<file path="config.mk">
export PLATFORM = sky130hd
export DESIGN_NAME = id_ex_stage_flat
export DESIGN_NICKNAME = d
export VERILOG_FILES = /design/src/rtl/cpu_pkg.sv /design/src/rtl/id_ex_stage_if.sv /design/src/rtl/id_ex_stage_hazard_unit.sv /design/src/rtl/id_ex_stage.sv /design/src/flat_wrapper.sv
export SDC_FILE = /design/constraint.sdc
export NUM_CORES = 1
export LEC_CHECK = 0
export CAP_MARGIN = 20
export CORE_AREA = 5 5 226 228
export DETAILED_ROUTE_END_ITERATION = 6
export DIE_AREA = 0 0 231 233
export GPL_TIMING_DRIVEN = 0
export SETUP_SLACK_MARGIN = 0.15
export SYNTH_ARGS = -nofsm -noshare
export SYNTH_HDL_FRONTEND = slang
export SYNTH_HIERARCHICAL = 1
export SYNTH_SLANG_ARGS = --single-unit
</file>
<file path="constraint.sdc">
create_clock -name clk -period 4 [get_ports clk]
set_input_delay 0.4 -clock clk [delete_from_list [all_inputs] [get_ports clk]]
set_output_delay 0.4 -clock clk [all_outputs]
set_load 0.02 [all_outputs]
</file>
<file path="src/rtl/cpu_pkg.sv">
// Shared LEGv8 core types: control bundle, ALU op classes, zero register.
// Pure declarations; no timing or flow control.
// Imported by the ID/EX stage, its hazard unit and the stage interface.
package cpu_pkg;

    typedef struct packed {
        logic regwrite;
        logic memread;
        logic memwrite;
        logic memtoreg;
        logic alusrc;
        logic branch;
    } ctrl_t;

    localparam logic [1:0] ALUOP_MEM  = 2'b00;
    localparam logic [1:0] ALUOP_CBZ  = 2'b01;
    localparam logic [1:0] ALUOP_R    = 2'b10;
    localparam logic [1:0] ALUOP_CBNZ = 2'b11;

    localparam logic [4:0] XZR = 5'd31;

endpackage

</file>
<file path="src/rtl/id_ex_stage_if.sv">
// Decode-to-execute bundle: id_* fields in, ex_* fields and stall out.
// Latency is set by the stage using it; this interface only carries wires.
// Backpressure: stall flows upstream, hold and flush flow in from control.
interface id_ex_stage_if #(
    parameter int N  = 64,
    parameter int RW = 5
);
    import cpu_pkg::*;

    logic          hold;
    logic          flush;

    logic          id_valid;
    logic [1:0]    id_aluop;
    logic [10:0]   id_funct;
    ctrl_t         id_ctrl;
    logic [N-1:0]  id_rd1;
    logic [N-1:0]  id_rd2;
    logic [N-1:0]  id_imm;
    logic [N-1:0]  id_pc;
    logic [RW-1:0] id_rn;
    logic [RW-1:0] id_rm;
    logic [RW-1:0] id_rd;

    logic          ex_valid;
    logic [1:0]    ex_aluop;
    logic [10:0]   ex_funct;
    ctrl_t         ex_ctrl;
    logic [N-1:0]  ex_rd1;
    logic [N-1:0]  ex_rd2;
    logic [N-1:0]  ex_imm;
    logic [N-1:0]  ex_pc;
    logic [RW-1:0] ex_rn;
    logic [RW-1:0] ex_rm;
    logic [RW-1:0] ex_rd;

    logic          stall;

    modport master (
        output hold, flush,
        output id_valid, id_aluop, id_funct, id_ctrl, id_rd1, id_rd2, id_imm, id_pc,
        output id_rn, id_rm, id_rd,
        input  ex_valid, ex_aluop, ex_funct, ex_ctrl, ex_rd1, ex_rd2, ex_imm, ex_pc,
        input  ex_rn, ex_rm, ex_rd,
        input  stall
    );

    modport slave (
        input  hold, flush,
        input  id_valid, id_aluop, id_funct, id_ctrl, id_rd1, id_rd2, id_imm, id_pc,
        input  id_rn, id_rm, id_rd,
        output ex_valid, ex_aluop, ex_funct, ex_ctrl, ex_rd1, ex_rd2, ex_imm, ex_pc,
        output ex_rn, ex_rm, ex_rd,
        output stall
    );

endinterface

</file>
<file path="src/rtl/id_ex_stage_hazard_unit.sv">
// Load-use detector: a load in EX whose destination is read by the decode slot.
// Latency: purely combinational.
// Backpressure: its stall output is the upstream freeze request; flush masks it.
module hazard_unit
    import cpu_pkg::*;
#(
    parameter int RW = 5
) (
    input  logic          flush,
    input  logic          ex_valid,
    input  logic          ex_memread,
    input  logic [RW-1:0] ex_rd,
    input  logic          id_valid,
    input  logic [RW-1:0] id_rn,
    input  logic [RW-1:0] id_rm,
    output logic          stall
);

    logic reg_match;
    logic load_in_ex;

    assign reg_match  = (ex_rd == id_rn) || (ex_rd == id_rm);
    // A load into XZR produces no value, so nothing can depend on it.
    assign load_in_ex = ex_valid && ex_memread && (ex_rd != RW'(XZR));

    assign stall = !flush && load_in_ex && id_valid && reg_match;

endmodule

</file>
<file path="src/rtl/id_ex_stage.sv">
// ID/EX pipeline register with load-use bubble insertion; IDEX_PERF_CNT_EN adds bubble/flush counters.
// Latency: 1 cycle id_* -> ex_*, no combinational id -> ex path.
// Backpressure: hold freezes the register; stall (combinational) freezes PC/IF-ID for one cycle.
module id_ex_stage
    import cpu_pkg::*;
#(
    parameter int N  = 64,
    parameter int RW = 5
) (
    input  logic          clk,
    input  logic          reset,
    id_ex_stage_if.slave  bus
`ifdef IDEX_PERF_CNT_EN
    ,
    output logic [31:0]   bubble_cnt,
    output logic [31:0]   flush_cnt
`endif
);

    typedef struct packed {
        logic          valid;
        logic [1:0]    aluop;
        logic [10:0]   funct;
        ctrl_t         ctrl;
        logic [N-1:0]  rd1;
        logic [N-1:0]  rd2;
        logic [N-1:0]  imm;
        logic [N-1:0]  pc;
        logic [RW-1:0] rn;
        logic [RW-1:0] rm;
        logic [RW-1:0] rd;
    } stage_t;

    stage_t ex_q;
    stage_t id_load;
    logic   stall;

    hazard_unit #(.RW(RW)) u_hazard (
        .flush      (bus.flush),
        .ex_valid   (ex_q.valid),
        .ex_memread (ex_q.ctrl.memread),
        .ex_rd      (ex_q.rd),
        .id_valid   (bus.id_valid),
        .id_rn      (bus.id_rn),
        .id_rm      (bus.id_rm),
        .stall      (stall)
    );

    always_comb begin
        id_load.valid = bus.id_valid;
        id_load.aluop = bus.id_aluop;
        id_load.funct = bus.id_funct;
        id_load.ctrl  = bus.id_ctrl;
        id_load.rd1   = bus.id_rd1;
        id_load.rd2   = bus.id_rd2;
        id_load.imm   = bus.id_imm;
        id_load.pc    = bus.id_pc;
        id_load.rn    = bus.id_rn;
        id_load.rm    = bus.id_rm;
        id_load.rd    = bus.id_rd;
        // An empty slot still carries its fields but must have no side effects downstream.
        if (!bus.id_valid) begin
            id_load.ctrl  = '0;
            id_load.aluop = ALUOP_MEM;
        end
    end

    always_ff @(posedge clk) begin
        if (reset) begin
            ex_q <= '0;
        end else if (bus.flush) begin
            ex_q <= '0;
        end else if (!bus.hold) begin
            ex_q <= stall ? stage_t'('0) : id_load;
        end
    end

`ifdef IDEX_PERF_CNT_EN
    always_ff @(posedge clk) begin
        if (reset) begin
            bubble_cnt <= '0;
            flush_cnt  <= '0;
        end else if (bus.flush) begin
            flush_cnt  <= flush_cnt + 32'd1;
        end else if (!bus.hold && stall) begin
            bubble_cnt <= bubble_cnt + 32'd1;
        end
    end
`endif

    assign bus.ex_valid = ex_q.valid;
    assign bus.ex_aluop = ex_q.aluop;
    assign bus.ex_funct = ex_q.funct;
    assign bus.ex_ctrl  = ex_q.ctrl;
    assign bus.ex_rd1   = ex_q.rd1;
    assign bus.ex_rd2   = ex_q.rd2;
    assign bus.ex_imm   = ex_q.imm;
    assign bus.ex_pc    = ex_q.pc;
    assign bus.ex_rn    = ex_q.rn;
    assign bus.ex_rm    = ex_q.rm;
    assign bus.ex_rd    = ex_q.rd;
    assign bus.stall    = stall;

endmodule

</file>
<file path="src/flat_wrapper.sv">
// flat-port wrapper written by rule: the top's interface ports become plain ports
module id_ex_stage_flat import cpu_pkg::*;
#(
    parameter int N  = 64,
    parameter int RW = 5
)
  (clk, reset, bus_hold, bus_flush, bus_id_valid, bus_id_aluop, bus_id_funct, bus_id_ctrl, bus_id_rd1, bus_id_rd2, bus_id_imm, bus_id_pc, bus_id_rn, bus_id_rm, bus_id_rd, bus_ex_valid, bus_ex_aluop, bus_ex_funct, bus_ex_ctrl, bus_ex_rd1, bus_ex_rd2, bus_ex_imm, bus_ex_pc, bus_ex_rn, bus_ex_rm, bus_ex_rd, bus_stall);
  id_ex_stage_if #(.N(N), .RW(RW)) bus_i ();
  input  logic clk;
  input  logic reset;
  input wire logic [$bits(bus_i.hold)-1:0] bus_hold;
  input wire logic [$bits(bus_i.flush)-1:0] bus_flush;
  input wire logic [$bits(bus_i.id_valid)-1:0] bus_id_valid;
  input wire logic [$bits(bus_i.id_aluop)-1:0] bus_id_aluop;
  input wire logic [$bits(bus_i.id_funct)-1:0] bus_id_funct;
  input wire logic [$bits(bus_i.id_ctrl)-1:0] bus_id_ctrl;
  input wire logic [$bits(bus_i.id_rd1)-1:0] bus_id_rd1;
  input wire logic [$bits(bus_i.id_rd2)-1:0] bus_id_rd2;
  input wire logic [$bits(bus_i.id_imm)-1:0] bus_id_imm;
  input wire logic [$bits(bus_i.id_pc)-1:0] bus_id_pc;
  input wire logic [$bits(bus_i.id_rn)-1:0] bus_id_rn;
  input wire logic [$bits(bus_i.id_rm)-1:0] bus_id_rm;
  input wire logic [$bits(bus_i.id_rd)-1:0] bus_id_rd;
  output wire logic [$bits(bus_i.ex_valid)-1:0] bus_ex_valid;
  output wire logic [$bits(bus_i.ex_aluop)-1:0] bus_ex_aluop;
  output wire logic [$bits(bus_i.ex_funct)-1:0] bus_ex_funct;
  output wire logic [$bits(bus_i.ex_ctrl)-1:0] bus_ex_ctrl;
  output wire logic [$bits(bus_i.ex_rd1)-1:0] bus_ex_rd1;
  output wire logic [$bits(bus_i.ex_rd2)-1:0] bus_ex_rd2;
  output wire logic [$bits(bus_i.ex_imm)-1:0] bus_ex_imm;
  output wire logic [$bits(bus_i.ex_pc)-1:0] bus_ex_pc;
  output wire logic [$bits(bus_i.ex_rn)-1:0] bus_ex_rn;
  output wire logic [$bits(bus_i.ex_rm)-1:0] bus_ex_rm;
  output wire logic [$bits(bus_i.ex_rd)-1:0] bus_ex_rd;
  output wire logic [$bits(bus_i.stall)-1:0] bus_stall;
  assign bus_i.hold = bus_hold;
  assign bus_i.flush = bus_flush;
  assign bus_i.id_valid = bus_id_valid;
  assign bus_i.id_aluop = bus_id_aluop;
  assign bus_i.id_funct = bus_id_funct;
  assign bus_i.id_ctrl = bus_id_ctrl;
  assign bus_i.id_rd1 = bus_id_rd1;
  assign bus_i.id_rd2 = bus_id_rd2;
  assign bus_i.id_imm = bus_id_imm;
  assign bus_i.id_pc = bus_id_pc;
  assign bus_i.id_rn = bus_id_rn;
  assign bus_i.id_rm = bus_id_rm;
  assign bus_i.id_rd = bus_id_rd;
  assign bus_ex_valid = bus_i.ex_valid;
  assign bus_ex_aluop = bus_i.ex_aluop;
  assign bus_ex_funct = bus_i.ex_funct;
  assign bus_ex_ctrl = bus_i.ex_ctrl;
  assign bus_ex_rd1 = bus_i.ex_rd1;
  assign bus_ex_rd2 = bus_i.ex_rd2;
  assign bus_ex_imm = bus_i.ex_imm;
  assign bus_ex_pc = bus_i.ex_pc;
  assign bus_ex_rn = bus_i.ex_rn;
  assign bus_ex_rm = bus_i.ex_rm;
  assign bus_ex_rd = bus_i.ex_rd;
  assign bus_stall = bus_i.stall;
  id_ex_stage #(.N(N), .RW(RW)) u_core (.clk(clk), .reset(reset), .bus(bus_i));
endmodule
</file>
Word-level counts from Yosys, hierarchy flattened

Index checks and enable logic that the tools add are counted.

Mux-type cells: 3
Reductions and logical operators: 8
Equality and inequality tests: 3

Operators with widths:

| operator                                      | number |
|---|---|
| 291-bit 2-to-1 mux                            | 1 |
| 5-bit == test                                 | 2 |
| 6-bit 2-to-1 mux                              | 1 |
| 1-bit logical AND                             | 5 |
| 5-bit inequality test (second input constant) | 1 |
| 2-bit 2-to-1 mux                              | 1 |
| 2-bit OR reduction                            | 1 |
| 1-bit zero test                               | 1 |
| 1-bit logical OR                              | 1 |

Input bits: 295
Word-level logic and storage cells: 30
Output and inout port bits: 292
Bits in registers: 291

Depth between registers and ports, before layout

Depth in word-level cells: 6
Depth in mapped cells: 8
Depth with buffers taken out: 6

By module

Netlist, hierarchy kept.

By module, submodules not included:

| module      | cells each | times used | area an instance (µm²) |
|---|---|---|---|
| id_ex_stage | 1,294      | 1          | 12,552.0 |
| hazard_unit | 17         | 1          | 133.9 |

Worst setup path after synthesis

OpenSTA, ideal clock, no wires.

Kind: reg2reg
Start point: reg u_core.ex_q, in the netlist u_core/bus.ex_rd[2]
End point: reg u_core.ex_q, in the netlist u_core/bus.ex_rd2[43]
Setup time: 0.125 ns
Data required time: 3.875 ns
Stages on the path, launching flop included: 9
Slack: 1.445 ns
Data arrival time: 2.430 ns
Clock period less this slack: 2.555 ns
Cells stage by stage: dfxtp_1 -> xor2_1 -> nor3_1 -> nand3_1 -> a221oi_1 -> clkbuf_1 -> clkbuf_1 -> or3b_1 -> a21oi_2

Cells in the longest elaborated chain, start to end: 6
Elaborated cells between the ends (all ways): 9
Classes of those cells: eq/ne (3); mux (1); reduce/logical (5)

Ends and longest elaborated chain:

| what                           | RTL line                      | RTL |
|---|---|---|
| start: declaration             | id_ex_stage.sv:34             | `stage_t ex_q;` |
| start signal: assignment       | id_ex_stage.sv:74             | `ex_q <= stall ? stage_t'('0) : id_load;` |
| 5-bit inequality test          | id_ex_stage_hazard_unit.sv:24 | `assign load_in_ex = ex_valid && ex_memread && (ex_rd != RW'(XZR));` |
| 1-bit logical AND              | id_ex_stage_hazard_unit.sv:24 |  |
| 1-bit logical AND (2 in a row) | id_ex_stage_hazard_unit.sv:26 | `assign stall = !flush && load_in_ex && id_valid && reg_match;` |
| 1-bit logical AND *            | id_ex_stage_hazard_unit.sv:26 |  |
| via bus_stall                  | flat_wrapper.sv:35            | `output wire logic [$bits(bus_i.stall)-1:0] bus_stall;` |
| 291-bit 2-to-1 mux *           | id_ex_stage.sv:74             |  |

Mark *: on every way through the listed nets, which the timed path passes. The rest lies on a longest branch.
A chain may end at the register's enable or synchronous reset.

Worst setup path in the final report

Start point: reg u_core.ex_q, in the netlist u_core/bus.ex_rd[2]
End point: reg u_core.ex_q, in the netlist u_core/bus.ex_rd2[24]

Cells in the longest elaborated chain, start to end: 6
Elaborated cells between the ends (all ways): 9
Classes of those cells: eq/ne (3); mux (1); reduce/logical (5)

Ends and longest elaborated chain:

| what                           | RTL line |
|---|---|
| 5-bit inequality test          | id_ex_stage_hazard_unit.sv:24 |
| 1-bit logical AND              | id_ex_stage_hazard_unit.sv:24 |
| 1-bit logical AND (2 in a row) | id_ex_stage_hazard_unit.sv:26 |
| 1-bit logical AND *            | id_ex_stage_hazard_unit.sv:26 |
| 291-bit 2-to-1 mux *           | id_ex_stage.sv:74 |

Mark *: on every way between the ends. The rest lies on a longest branch, timed or not.

==> impl_metrics.csv <==
group,metric,value,unit
route,via_count,11806,
clock_tree,ctsHoldBuffers,0,
timing,hold_viol,0,
setup_path,cp-start-kind,"flip-flop",
cells_and_area,area_growth,61.5,%
cells_and_area,n_fill_cell,4783,
route,drtIter0Drc,465,
floorplan,die_w,231,um
yosys,yosysTopAreaCell,"dfxtp_1",
placed_design,portBuffers,585,
cells_and_area,drive_gt1_share,18.6,%
setup_path,worstSetupEndpointType,"flip-flop",
flow_run,drv_cap,0,
clock_tree,clockBufferDepth,3,
yosys,syn_area,12700,um^2
clock_tree,clk_latency,0.53,ns
yosys,synthCells,1311,
global_routing,grt_usage,18.2,%
global_routing,grt_pass1_vias,12220,
timing,maxSlewViolCount,0,
pwr,ir_drop,247,uV
clock_tree,cts_resized,0,
route,drcViolationCount,0,
floorplan,dieArea,53800,um^2
timing,relSlewSlack,29.4,%
clock_tree,clkTransAtPathRegs,0.06,ns
cells_and_area,finalInstanceArea,20500,um^2
setup_path,reg2reg_slack,0.42,ns
global_routing,grt_max_degree,12,
yosys,synth_cell_types,20,
cells_and_area,most-common-layout-cells,"clkdlybuf4s50_1, nand2_1, dfxtp_1",
floorplan,ios,587,
route,firstDrtPassIters,4,
yosys,yosysSeqAreaShare,45.9,%
route,wl_per_cell,20.1,um
cells_and_area,nets,2230,
hold_path,hp-class,"input pin to flip-flop",
floorplan,start_util,26.1,%
setup_path,required,4.40,ns
yosys,syn-num-nets,1606,
placed_design,dpl-instance-area,19300,um^2
floorplan,core,48600,um^2
global_routing,gr-total-overflow,0,
placed_design,dp_cells,2519,
timing,finalCritPeriodShare,89.5,%
timing,grt_setup_unrepaired,"false",
timing,fmax,0.279,GHz
floorplan,die_height,233,um
yosys,syn_area_per_cell,9.68,um^2
yosys,ys.warnings.count,6,
clock_tree,numCtsBuffers,36,
pwr,fin_total_pwr,7.33,mW
pwr,p_leak,7.09,nW
timing,whs,0.448,ns
setup_path,cp.arrival,3.98,ns
clock_tree,htreeDepth,2,
global_routing,antenna_found_initial,14,
yosys,synthTopCellsByArea,"dfxtp_1, or3b_1, a21oi_2",
status,outcome,"completed",
placed_design,hpwl,40500,um
yosys,synth_top_area_share,45.9,%
clock_tree,cts_sinks,291,
route,wl,52000,um
timing,setup_viol,0,
pwr,cellPowerDensity,358,nW/um^2
route,ant_nets,0,
setup_path,path_class,"flip-flop to flip-flop",
cells_and_area,layout.cells.non_filler,2588,
cells_and_area,final_common_cell,"clkdlybuf4s50_1",
timing,period_minus_slack,3.58,ns
route,viasPerCell,4.56,
clock_tree,cts_setup_buffers,0,
timing,tightestPinTransition,1.06,ns
clock_tree,cts_root_buf,"clkbuf_16",
timing,fin_ws,0.420,ns
timing,final.setup_skew,0.0133,ns
setup_path,critPathMaxFanout,10,
yosys,synth-seq-cells,291,
floorplan,num_rows,81,
global_routing,grt_pass1_wl,76000,um
placed_design,gp_congestion,0.848,
clock_tree,cts_tree,"built",
placed_design,pre_cts_slack,-0.0584,ns
## area by class of cell
| cell class | instances | area [um^2] | share of cell area, % |
|---|---|---|---|
| diodes | 5 | 12.5 | 0.0611 |
| plain buffers | 129 | 801 | 3.91 |
| clock buffers | 59 | 1120 | 5.46 |
| clock inverters | 5 | 27.5 | 0.134 |
| multi-input cells | 891 | 6060 | 29.6 |
| flip-flops and latches | 291 | 5830 | 28.4 |
| well taps | 622 | 778 | 3.80 |
| repair buffers | 586 | 5860 | 28.6 |
## path summary, 6_finish.rpt
kind                                                            end  depth (start not counted)                                 from
worst max register to register   u_core/bus.ex_rd2[24]$_SDFFE_PP0N_                          9     u_core/bus.ex_rd[2]$_SDFFE_PP0N_
worst min-delay path            u_core/bus.ex_funct[7]$_SDFFE_PP0N_                          4                             bus_hold
worst min register to register  u_core/bus.ex_funct[7]$_SDFFE_PP0N_                          2  u_core/bus.ex_funct[7]$_SDFFE_PP0N_
worst max-delay path             u_core/bus.ex_rd2[24]$_SDFFE_PP0N_                          9     u_core/bus.ex_rd[2]$_SDFFE_PP0N_
## registers in the layout, indices dropped and copies added (netlist names)
signal	cells
u_core/bus.ex_aluop	2
u_core/bus.ex_rd2	64
u_core/bus.ex_ctrl	6
u_core/bus.ex_imm	64
u_core/bus.ex_rd	5
u_core/bus.ex_rn	5
u_core/bus.ex_rd1	64
u_core/bus.ex_rm	5
u_core/bus.ex_funct	11
u_core/bus.ex_valid	1
u_core/bus.ex_pc	64
## per-stage QoR
| step | TNS, ns | util [%] |
|---|---|---|
| CTS | 0 | 42.1 |
| global route | 0 | 42.1 |
| detailed placement | -0.369 | 39.7 |
| finish | 0 | 42.1 |
| global placement | -26.11 | 39.7 |
| floorplan | 0 | - |
## synth_stat cells, drive strengths merged
cell,n
dfxtp,291
nand2,291
or3b,291
a21oi,283
buf,94
clkbuf,35
o22ai,8
xor2,6
xnor2,4
nand3,2
nor3,2
a221oi,1
and4,1
nand4b,1
or2,1
## logic make-up after synthesis
family / Yosys count / synth area share [%]
DFF: 291 / 45.9
and+or+nand+nor: 589 / 29.0
xor gates and xnor gates: 10 / 0.690
buffers and inverters: 129 / 6.31
AOI/OAI and AO/OA: 292 / 18.0
## routing by layer
layer / global-route usage [%] / vias up / wire length, um
met4: 5.65 / 12 / 1420
met3: 8.30 / 80 / 5290
met5: 0 / - / 94
met1: 19.9 / 5495 / 19600
li1: - / 5778 / -
met2: 31.8 / 441 / 25500
## where the power goes
group          total, mW  leakage, nW  switching [mW]  internal [mW]
sequential          3.04         2.37          0.0522           2.99
combinational       1.11         4.15           0.500          0.606
clock               3.18        0.564            1.28           1.90
## worst max-delay path, cell delays in order, from the launching register on
cell and delay, ns:
dfxtp_1 0.46, xor2_1 0.11, nor3_1 0.21, nand3_1 0.09, a221oi_1 0.91, buf_2 0.31, clkbuf_1 0.63, clkbuf_1 0.45
or3b_1 0.21, a21oi_2 0.06
No activity file was read; power rests on OpenSTA's default activity.
==> patch: new RTL, same flow settings <==
`N` is set to 64 in 3 places; all go to 32.
--- a/src/rtl/id_ex_stage_if.sv
+++ b/src/rtl/id_ex_stage_if.sv
@@ -4,3 +4,3 @@
 interface id_ex_stage_if #(
-    parameter int N  = 64,
+    parameter int N  = 32,
     parameter int RW = 5
--- a/src/rtl/id_ex_stage.sv
+++ b/src/rtl/id_ex_stage.sv
@@ -6,3 +6,3 @@
 #(
-    parameter int N  = 64,
+    parameter int N  = 32,
     parameter int RW = 5
--- a/src/flat_wrapper.sv
+++ b/src/flat_wrapper.sv
@@ -3,3 +3,3 @@
 #(
-    parameter int N  = 64,
+    parameter int N  = 32,
     parameter int RW = 5
Ports: changed (8 resized); port bits go from 587 to 331. No check against the original RTL was run, so the function may have changed too.
==> patch against the unedited design <==
Final area is 43% lower. Total power is 45% lower. Routed wire length is 43% lower. Sequential cell count is 128 lower. Synthesized cell count is 43% lower. Combinational power is 45% lower. Highest routed layer unchanged. Area after synthesis is 44% lower. Worst setup slack better by 0.23 ns. Largest power group is now sequential cells. Register-to-register slack better by 0.68 ns. Critical endpoint is now bus_stall. Sequential share of layout area is 0.55 points lower. Critical path depth is 5 lower. Cell count is 33% lower.
==> patch: results <==
export IMPL_holdPathStages=3
export IMPL_wl_met2_um=13900
export IMPL_n_all_buffers=400
export IMPL_synth_area_leaders="dfxtp_1, or3b_1, a21oi_2, nand2_1, a21oi_1"
export IMPL_ys_types=21
export IMPL_wl_met3_um=2930
export IMPL_worstReg2RegEnd="u_core/bus.ex_rn[2]"
export IMPL_slew_headroom_pct=35.8
export IMPL_dp_hpwl_um=23000
export IMPL_syn_nets=908
export IMPL_worstRegToRegCells=8
export IMPL_crit_end="bus_stall"
export IMPL_first_iter_violations=186
export IMPL_min_to="u_core/bus.ex_funct[9]"
export IMPL_routed_wl_um=29800
export IMPL_finClkSkew_ns=0.0237
export IMPL_grtUsageMet3_pct=5.78
export IMPL_yosysSeqAreaShare_pct=46.3
export IMPL_routabilityCongestion=0.817
export IMPL_clk_insertion_delay_late_ns=0.49
export IMPL_cts_htree_levels=4
export IMPL_crit_path_start="bus_flush"
export IMPL_cts_made_buffers=17
export IMPL_drive_gt1_share_pct=15.2
export IMPL_status="finished clean"
export IMPL_p_per_area_nw_per_um2=343
export IMPL_clk_share_pct=4.94
export IMPL_antenna_found_initial=3
export IMPL_synth_cells_most_frequent="dfxtp_1, nand2_1, or3b_1"
[patch: through the flow]
step	hold slack, ns	util [%]	cells	setup WS (ns)	cell area, um^2
2_1_floorplan	0.529	-	741	1.54	7050
3_3_place_gp	0.442	22.9	1692	0.426	11100
3_5_place_dp	0.453	22.9	1692	0.433	11100
4_1_cts	0.230	24.0	1724	0.491	11700
5_1_grt	0.266	24.0	1724	0.374	11700
6_report	0.288	24.1	1725	0.648	11700
[patch: logic make-up (layout without fill, tap and decap cells)]
kind of cell	count (synthesis)	in the layout	share of synthesized area, %
and+or+nand+nor	333	333	29.6
AOI/OAI and AO/OA	164	164	15.7
DFF	163	163	46.3
buffers and inverters	71	432	7.19
xor gates and xnor gates	10	10	1.24
other	0	1	0
[patch: worst min-delay path: cells and delay by family]
family	cells	cell delay [ns]
buffers and inverters	1	0.13
AND/OR/NAND/NOR	1	0.13
AO/OA/AOI/OAI	1	0.05
